## src/rtl/spi_ram_pkg.sv

```systemverilog
// Shared definitions for the SPI-RAM burst slave: command encodings and FSM states.
package spi_ram_pkg;

  localparam logic [1:0] CMD_WR_ADDR = 2'b00;
  localparam logic [1:0] CMD_WR_DATA = 2'b01;
  localparam logic [1:0] CMD_RD_ADDR = 2'b10;
  localparam logic [1:0] CMD_RD_DATA = 2'b11;

  typedef enum logic [2:0] {
    ST_IDLE,
    ST_CMD,
    ST_WR_ADDR,
    ST_WR_DATA,
    ST_RD_ADDR,
    ST_RD_LOAD,
    ST_RD_DATA,
    ST_DONE
  } state_t;

endpackage

```

## src/rtl/spi_ram_mem.sv

```systemverilog
// Single-port RAM, DATA_WIDTH x 2**ADDR_WIDTH, synchronous write and registered
// read (read-before-write). Contents are never cleared.
module spi_ram_mem #(
  parameter int ADDR_WIDTH = 8,
  parameter int DATA_WIDTH = 8
) (
  input  logic                  i_clk,
  input  logic                  i_we,
  input  logic [ADDR_WIDTH-1:0] i_addr,
  input  logic [DATA_WIDTH-1:0] i_wdata,
  output logic [DATA_WIDTH-1:0] o_rdata
);

  logic [DATA_WIDTH-1:0] r_mem [2**ADDR_WIDTH];
  logic [DATA_WIDTH-1:0] r_rdata;

  // Write when enabled; always register the addressed word for reading.
  always_ff @(posedge i_clk) begin
    if (i_we) r_mem[i_addr] <= i_wdata;
    r_rdata <= r_mem[i_addr];
  end

  assign o_rdata = r_rdata;

endmodule

```

## src/rtl/spi_ram_burst_slave.sv

```systemverilog
// SPI slave in front of a single-port RAM. Frames: 2 command bits then payload,
// MSB first, while SS_n is low. Optional macro BURST_EN enables auto-increment
// bursts on write-data and read-data frames; without it each frame moves one word.
module spi_ram_burst_slave
  import spi_ram_pkg::*;
#(
  parameter int ADDR_WIDTH = 8,
  parameter int DATA_WIDTH = 8
) (
  input  logic clk,
  input  logic rst,
  input  logic SS_n,
  input  logic MOSI,
  output logic MISO
);

  localparam int SR_W  = (ADDR_WIDTH > DATA_WIDTH) ? ADDR_WIDTH : DATA_WIDTH;
  localparam int CNT_W = $clog2(SR_W + 1);
  localparam logic [CNT_W-1:0]      AW_LAST  = CNT_W'(ADDR_WIDTH - 1);
  localparam logic [CNT_W-1:0]      DW_LAST  = CNT_W'(DATA_WIDTH - 1);
  localparam logic [CNT_W-1:0]      DW_END   = CNT_W'(DATA_WIDTH);
  localparam logic [CNT_W-1:0]      CNT_ONE  = CNT_W'(1);
  localparam logic [ADDR_WIDTH-1:0] ADDR_ONE = ADDR_WIDTH'(1);

  state_t                r_state;
  logic [SR_W-1:0]       r_shift;
  logic [CNT_W-1:0]      r_cnt;
  logic [ADDR_WIDTH-1:0] r_wr_addr;
  logic [ADDR_WIDTH-1:0] r_rd_addr;
  logic                  r_miso;

  logic                  w_we;
  logic                  w_rd_wrap;
  logic [DATA_WIDTH-1:0] w_wdata;
  logic [ADDR_WIDTH-1:0] w_ram_addr;
  logic [DATA_WIDTH-1:0] w_rdata;

  // The write fires on the edge that samples the last data bit, so the word is
  // assembled from the shift register plus the bit currently on MOSI.
  assign w_we      = !SS_n && (r_state == ST_WR_DATA) && (r_cnt == DW_LAST);
  assign w_wdata   = {r_shift[DATA_WIDTH-2:0], MOSI};
  assign w_rd_wrap = (r_state == ST_RD_DATA) && (r_cnt == DW_END);

  // RAM address: write address during a write, otherwise the read address.
  // In a read burst the incremented address is presented on the turnaround edge
  // so the registered read output is ready for the following RD_LOAD.
  always_comb begin
    w_ram_addr = r_rd_addr;
    if (w_we)
      w_ram_addr = r_wr_addr;
`ifdef BURST_EN
    else if (!SS_n && w_rd_wrap)
      w_ram_addr = r_rd_addr + ADDR_ONE;
`endif
  end

  spi_ram_mem #(
    .ADDR_WIDTH (ADDR_WIDTH),
    .DATA_WIDTH (DATA_WIDTH)
  ) u_mem (
    .i_clk   (clk),
    .i_we    (w_we),
    .i_addr  (w_ram_addr),
    .i_wdata (w_wdata),
    .o_rdata (w_rdata)
  );

  // Frame FSM: command decode, payload shifting, address updates and MISO.
  always_ff @(posedge clk or posedge rst) begin
    if (rst) begin
      r_state   <= ST_IDLE;
      r_shift   <= '0;
      r_cnt     <= '0;
      r_wr_addr <= '0;
      r_rd_addr <= '0;
      r_miso    <= 1'b0;
    end else if (SS_n) begin
      // Frame ended or not started: any partial word is dropped.
      r_state <= ST_IDLE;
      r_shift <= '0;
      r_cnt   <= '0;
      r_miso  <= 1'b0;
    end else begin
      r_miso <= 1'b0;
      case (r_state)
        ST_IDLE: begin
          r_shift <= {r_shift[SR_W-2:0], MOSI};
          r_state <= ST_CMD;
        end
        ST_CMD: begin
          r_shift <= '0;
          r_cnt   <= '0;
          case ({r_shift[0], MOSI})
            CMD_WR_ADDR: r_state <= ST_WR_ADDR;
            CMD_WR_DATA: r_state <= ST_WR_DATA;
            CMD_RD_ADDR: r_state <= ST_RD_ADDR;
            default:     r_state <= ST_RD_LOAD;
          endcase
        end
        ST_WR_ADDR: begin
          r_shift <= {r_shift[SR_W-2:0], MOSI};
          r_cnt   <= r_cnt + CNT_ONE;
          if (r_cnt == AW_LAST) begin
            r_wr_addr <= {r_shift[ADDR_WIDTH-2:0], MOSI};
            r_state   <= ST_DONE;
          end
        end
        ST_RD_ADDR: begin
          r_shift <= {r_shift[SR_W-2:0], MOSI};
          r_cnt   <= r_cnt + CNT_ONE;
          if (r_cnt == AW_LAST) begin
            r_rd_addr <= {r_shift[ADDR_WIDTH-2:0], MOSI};
            r_state   <= ST_DONE;
          end
        end
        ST_WR_DATA: begin
          r_shift <= {r_shift[SR_W-2:0], MOSI};
          if (r_cnt == DW_LAST) begin
            r_cnt <= '0;
`ifdef BURST_EN
            r_wr_addr <= r_wr_addr + ADDR_ONE;
`else
            r_state <= ST_DONE;
`endif
          end else begin
            r_cnt <= r_cnt + CNT_ONE;
          end
        end
        ST_RD_LOAD: begin
          r_shift <= SR_W'(w_rdata);
          r_cnt   <= '0;
          r_state <= ST_RD_DATA;
        end
        ST_RD_DATA: begin
          if (!w_rd_wrap) begin
            r_miso  <= r_shift[DATA_WIDTH-1];
            r_shift <= r_shift << 1;
            r_cnt   <= r_cnt + CNT_ONE;
          end else begin
            r_cnt <= '0;
`ifdef BURST_EN
            r_rd_addr <= r_rd_addr + ADDR_ONE;
            r_state   <= ST_RD_LOAD;
`else
            r_state <= ST_DONE;
`endif
          end
        end
        default: r_state <= ST_DONE;
      endcase
    end
  end

  assign MISO = r_miso;

endmodule

```

## config.mk

```make
export PLATFORM = sky130hd
export DESIGN_NAME = spi_ram_burst_slave
export DESIGN_NICKNAME = d
export VERILOG_FILES = /design/src/rtl/spi_ram_pkg.sv /design/src/rtl/spi_ram_mem.sv /design/src/rtl/spi_ram_burst_slave.sv
export SDC_FILE = /design/constraint.sdc
export NUM_CORES = 2
export LEC_CHECK = 0
export BUFFER_PORTS_ARGS = -buffer_cell sky130_fd_sc_hd__buf_4
export CORE_UTILIZATION = 56
export CTS_BUF_LIST = sky130_fd_sc_hd__clkbuf_16
export DETAILED_ROUTE_END_ITERATION = 12
export PLACE_DENSITY = 0.73
export SLEW_MARGIN = 20
export SYNTH_ARGS = -nofsm -noshare
export SYNTH_HDL_FRONTEND = slang
export SYNTH_SLANG_ARGS = --single-unit
```

## constraint.sdc

```tcl
create_clock -name clk -period 11.45 [get_ports clk]
set_input_delay 3.435 -clock clk [delete_from_list [all_inputs] [get_ports clk]]
set_output_delay 3.435 -clock clk [all_outputs]
set_load 0.01 [all_outputs]
```

* Word-level counts from Yosys, hierarchy flattened
Memory sizes are Yosys's and may differ from the RTL's. A register that Yosys moved wholly into a read port is not among the register bits. Index checks and enable logic that the tools add are counted.
Cells by class: add/sub/neg operators 1, $mul 0, divide/modulo/power cells 0, $lt $le $gt $ge 0, eq/ne operators 13, shift operators 0, muxes and demuxes 18, bitwise operators 1, reductions and logical operators 16
Operator list (number):
- $pmux 8 s4 | 1
- $mux 8 | 3
- $pmux 4 s4 | 1
- $pmux 3 s5 | 1
- $mux 4 | 3
- $reduce_bool 5->1 | 2
- $eq 3x3->1 const B | 3
- $mux 3 | 3
- $pmux 3 s3 | 1
- $eq 3x2->1 const B | 2
- $ne 3x3->1 const B | 2
- $reduce_and 3->1 | 2
- $mux 1 | 5
- $add 4x1->4 const B | 1
- $eq 4x3->1 const B | 1
- $eq 4x4->1 const B | 1
- $reduce_and 2->1 | 2
- $reduce_or 2->1 | 2
- $reduce_or 4->1 | 1
- $eq 3x1->1 const B | 1
- $logic_and 1x1->1 | 3
- $logic_not 3->1 | 1
- $ne 3x1->1 const B | 1
- $reduce_or 3->1 | 1
- other kinds (5) | 5
Storage, ports and cells: flip-flop bits (word level) 32, bits in latches 0, bits in writable memories 2048, memory bits (read-only) 0, input port bits 4, output and inout bits 1, logic and storage cells 56, memories kept 1
Memory list:
- u_mem.r_mem | words 256, width 8, read ports 1, clocked after memory_dff 1, wr ports 1, RTL line spi_ram_mem.sv:14 | logic [DATA_WIDTH-1:0] r_mem [2**ADDR_WIDTH];

* Longest topological paths before layout
word-level depth 5, mapped depth 15, mapped depth without buffers 10

* Modules after synthesis
A second synthesis with hierarchy kept.
Second synthesis, totals: cells, all modules 3695, area, all modules 80173.1 um^2
Modules (own cells, without submodules):
- spi_ram_mem | times used 1, cells each 3547, area an instance 78492.8 um^2, seq. area each 61659.1 um^2
- spi_ram_burst_slave | times used 1, cells each 148, area an instance 1680.4 um^2, seq. area each 800.8 um^2

* Worst setup path after synthesis
OpenSTA, ideal clock, no wires.
kind input-to-reg, start point in SS_n, end point mem u_mem.r_mem[184][0] (enable), library setup time 395 ps, data arrival time 6117 ps, data required time 11055 ps, setup slack 4938 ps, cell stages on the path 10, path buffers 6, path through buf_6 -> nand4bb_1 -> buf_2 -> buf_2 -> nor4b_1 -> a31oi_4 -> buf_6 -> buf_4 -> buf_2 -> nor4_1
Between the ends: word-level cells in the longest chain between the ends 5, elaborated cells on any way between the ends 6, those cells by class 3 x mux; 3 x reduce/logical
Ends and longest elaborated chain:
- from (decl) | RTL line spi_ram_burst_slave.sv:12 | input logic SS_n,
- $logic_not 1->1 (*) | RTL line spi_ram_burst_slave.sv:40 | assign w_we = !SS_n && (r_state == ST_WR_DATA) && (r_cnt == DW_LAST);
- $logic_and 1x1->1 (*) (2 in series) | RTL line spi_ram_burst_slave.sv:40
- $mux 1 | RTL line spi_ram_mem.sv:19 | if (i_we) r_mem[i_addr] <= i_wdata;
- $mux 1 (not written as such) | RTL line spi_ram_mem.sv:19
- to (decl) | RTL line spi_ram_mem.sv:14
Every way passes the cells marked *; elsewhere a longest branch is shown, timed or not.

* Worst setup path in the final report
start point in SS_n, end point reg u_mem.r_rdata[3], in the netlist u_mem.o_rdata[3], read port of u_mem.r_mem
Between the ends: word-level cells in the longest chain between the ends 4
Ends and longest elaborated chain:
- $logic_not 1->1 | RTL line spi_ram_burst_slave.sv:40
- $logic_and 1x1->1 (2 in series) | RTL line spi_ram_burst_slave.sv:40
- $mux 8 | RTL line spi_ram_burst_slave.sv:49 | if (w_we)
- to (decl) | RTL line spi_ram_mem.sv:15 | logic [DATA_WIDTH-1:0] r_rdata;
Every way passes these cells. A chain may end at the register's enable or synchronous reset.

==> summary.txt <==
Worst setup EP type = flip-flop
arrival time worst endpoint = 9.27 ns
RSZ-0062 raised after global routing = false
first-pass GRT wire length = 359000 um
layout cells sized above 1 = 10.1%
Worst Reg-to-Reg Cells = 12
Avg Cell Area, Syn = 14.5 um^2
row cnt = 142
Die Y-Extent = 391 um
width of the die = 391 um
Post-Syn Nets = 5836
worst hold path class = flip-flop to flip-flop
Syn. warnings = 0
Cell Chain, Critical Path = buf_4 > nor4bb_4 > buf_4 > a21oi_2 > a32oi_4 > buf_4 > buf_4 > a21oi_1 > nor4_1 > o21ai_0 > o41ai_1 > nand4_1
post-synthesis adder-cell area fraction = 0.0295%
Filler Cell Count = 10700
Post-synth top flop = edfxtp_1
Hold Crit Depth = 1
clock sink count = 2088
clk_skew = 0.0628 ns
crit path kind = input pin to flip-flop
Synth Area in Compound Gates = 13.7%
most frequent cells in the layout = 2048 x edfxtp_1, 549 x o21ai_0, 482 x a21oi_1
post-synthesis simple-gate area fraction = 6.51%
Seq/Total Area, Yosys = 73.7%
worst path bufs/invs = 4
drt pass-1 iters = 9
leak pwr = 0.0299 uW
Pwr per Cell Area = 164 nW/um^2
final layout net count = 5688
mapped cell area = 84800 um^2
largest net degree at the start of global routing = 201
startpoint types = input pin
Post-synth EDFFs = 2048
Clk pin slew, worst setup/hold paths = 0.07 ns
initial antenna violation count = 5
Hold Buf Count CTS = 0
CTS Buf Count = 201
status = finished clean
core area = 150000 um^2
Final Hold Viols = 0
CTS root buf = clkbuf_16
synthesized flop and latch total = 2088
Max Clk Rate = 117 MHz
H-tree lvl count = 4
CTS tree = yes
max_slew headroom = 14.1%
Die Area = 153000 um^2
GR Util All Layers = 32.3%
cells after synthesis = 5830
final worst slack = 2.88 ns
clk buf depth = 3
fin crit period = 8.57 ns
total wire length = 249000 um
Final period util = 74.8%
VDD IR max = 177 uV
worst hold slack = 0.563 ns
max-slew violations = 0
aggregate negative setup slack = 0 ns
Final ANT Viol Nets = 0
I/O Buffers = 4
Critical Path RT = 12.15 ns
XOR/XNOR Fraction of Synth Area = 0.0103%
Initial Util = 56.5%
Distinct cells, synth = 86
HPWL Detailed = 147000 um
Worst-Margin Slew = 1.27 ns
Critical Path Fanout Max = 36
routability cong. = 0.972
slowest cell on the critical path = o41ai_1
Worst path max stage delay = 1.17 ns
fin util = 62.1%
vias post-DR = 55100
commonest non-fill, non-tap cell in the layout = edfxtp_1
Ports = 5
vias in the first global route = 52100
Post-CTS Resized = 0
Worst path most repeated cell = buf_4
P&R area growth vs syn = 9.92%
mean routed wirelength per cell = 31.6 um
Multi-input gate area = 20400 um^2
Setup-failing EPs final = 0
DRC marker count from the first detailed-route iteration = 9744
ys async rst share = 1.53%
WP depth = 12
register area = 62500 um^2
Place WS = 2.30 ns
Crit path max-delay family = compound AO/OA/AOI/OAI gates
ant diodes = 0
mux contribution to synthesized area = 3.40%
drt via density = 7.00
largest family of logic cells by synthesized area = compound AO/OA/AOI/OAI gates
Remaining Overflow, GRT = 0
Clock Latency Late Sink = 0.88 ns
DRC = 0
max-cap viol count = 0
setup bufs post-CTS = 0
cell usage after synthesis (10+ instances only):
| library cell | number | share of area (%) |
|---|---|---|
| o22ai_1 | 68 | 0.50 |
| buf_4 | 15 | 0.13 |
| and3_1 | 18 | 0.13 |
| edfxtp_1 | 2048 | 73 |
| a2bb2oi_1 | 14 | 0.14 |
| or4_1 | 17 | 0.15 |
| nand2b_1 | 28 | 0.21 |
| nand2_1 | 215 | 0.95 |
| nand4_1 | 46 | 0.34 |
| nor2b_1 | 10 | 0.074 |
| mux2_2 | 73 | 0.97 |
| a221oi_1 | 21 | 0.22 |
| a21o_1 | 47 | 0.42 |
| nand3_1 | 412 | 2.4 |
| a22o_1 | 24 | 0.25 |
| o21ai_0 | 556 | 3.3 |
| a22oi_1 | 131 | 1.2 |
| o21ai_1 | 18 | 0.11 |
| o22a_1 | 75 | 0.78 |
| buf_6 | 17 | 0.23 |
| inv_1 | 14 | 0.062 |
| a31oi_1 | 18 | 0.13 |
| o31a_1 | 18 | 0.19 |
| mux2i_1 | 206 | 2.4 |
| o211ai_1 | 38 | 0.34 |
| dfrtp_1 | 32 | 0.94 |
| a311oi_1 | 22 | 0.23 |
| nor3_1 | 28 | 0.17 |
| o41ai_1 | 75 | 0.78 |
| a41o_1 | 10 | 0.12 |
| o2111ai_1 | 17 | 0.18 |
| a21oi_1 | 488 | 2.9 |
| a2111oi_0 | 18 | 0.19 |
| nor4_1 | 23 | 0.17 |
| a211oi_1 | 31 | 0.27 |
| buf_1 | 59 | 0.26 |
| buf_2 | 119 | 0.70 |
| a222oi_1 | 50 | 0.59 |
| a221o_1 | 15 | 0.18 |
| clkbuf_1 | 280 | 1.2 |
| nor2_1 | 278 | 1.2 |
where the power goes:
part,switching (uW),internal (uW),total (uW)
Sequential,49.9,8480,8530
Combinational,222,26.3,248
Clock,2900,3650,6540
metal layers:
metal	global-route usage (%)	vias to the layer above	wire length, um
met1	44.7	27200	89900
met5	0.319	-	103
met4	15.1	9	12700
li1	-	22900	-
met3	10.3	700	36900
met2	46.6	4336	109000
final cells by class:
| type | instances | area share, % |
|---|---|---|
| multi-input combinational | 3236 | 21.9 |
| clock buffer | 202 | 5.43 |
| sequential | 2088 | 67.1 |
| timing repair buffer | 139 | 1.27 |
| clock inverter | 172 | 1.57 |
| tap | 2016 | 2.71 |
| inverter | 16 | 0.0645 |
cell families (layout without fill, tap and decap cells):
logic type,Yosys count,after routing
and+or+nand+nor,1139,1139
xor gates and xnor gates,1,1
AOI/OAI and AO/OA,1815,1815
muxes,279,279
buffers and inverters,506,529
adders and majority gates,2,2
DFF,2088,2088
sequential cells by signal, summed over array words and instances, names as in the netlist:
signal and count:
u_mem.o_rdata 8, r_shift 8, u_mem.r_mem 2048, r_wr_addr 8, r_cnt 4, MISO 1, r_state 3, r_rd_addr 8
worst reg2reg max path, delay by kind of cell (launching register included):
family | cells | cell delay (ns)
AND/OR/NAND/NOR | 3 | 1.78
flip-flops | 1 | 0.40
adder cells (fa/ha/maj) | 1 | 0.32
AO/OA/AOI/OAI | 5 | 2.28
buffers and inverters | 3 | 1.66
per-stage QoR:
| step | cell area, um^2 | total power [uW] | cells |
|---|---|---|---|
| floorplan | 84800 | 8810 | 5830 |
| finish | 93200 | 15300 | 7869 |
| detailed placement | 86600 | 8930 | 7492 |
| CTS | 93100 | 15300 | 7866 |
| global route | 93200 | 15600 | 7869 |
| global placement | 86500 | 8920 | 7492 |
final timing paths:
| path | startpoint | endpoint | slack (ns) |
|---|---|---|---|
| max reg2reg | r_cnt[0]$_DFFE_PP0P_ | u_mem.o_rdata[3]$_DFF_P_ | 4.87 |
| max in group asynchronous | rst | r_shift[5]$_DFFE_PP0P_ | 8.42 |
| min reg2reg | r_cnt[0]$_DFFE_PP0P_ | r_cnt[0]$_DFFE_PP0P_ | 0.56 |
| max | SS_n | u_mem.o_rdata[3]$_DFF_P_ | 2.88 |
| min | r_cnt[0]$_DFFE_PP0P_ | r_cnt[0]$_DFFE_PP0P_ | 0.56 |
| min in group asynchronous | rst | r_wr_addr[2]$_DFFE_PP0P_ | 2.67 |
(Power assumes the default switching activity.)
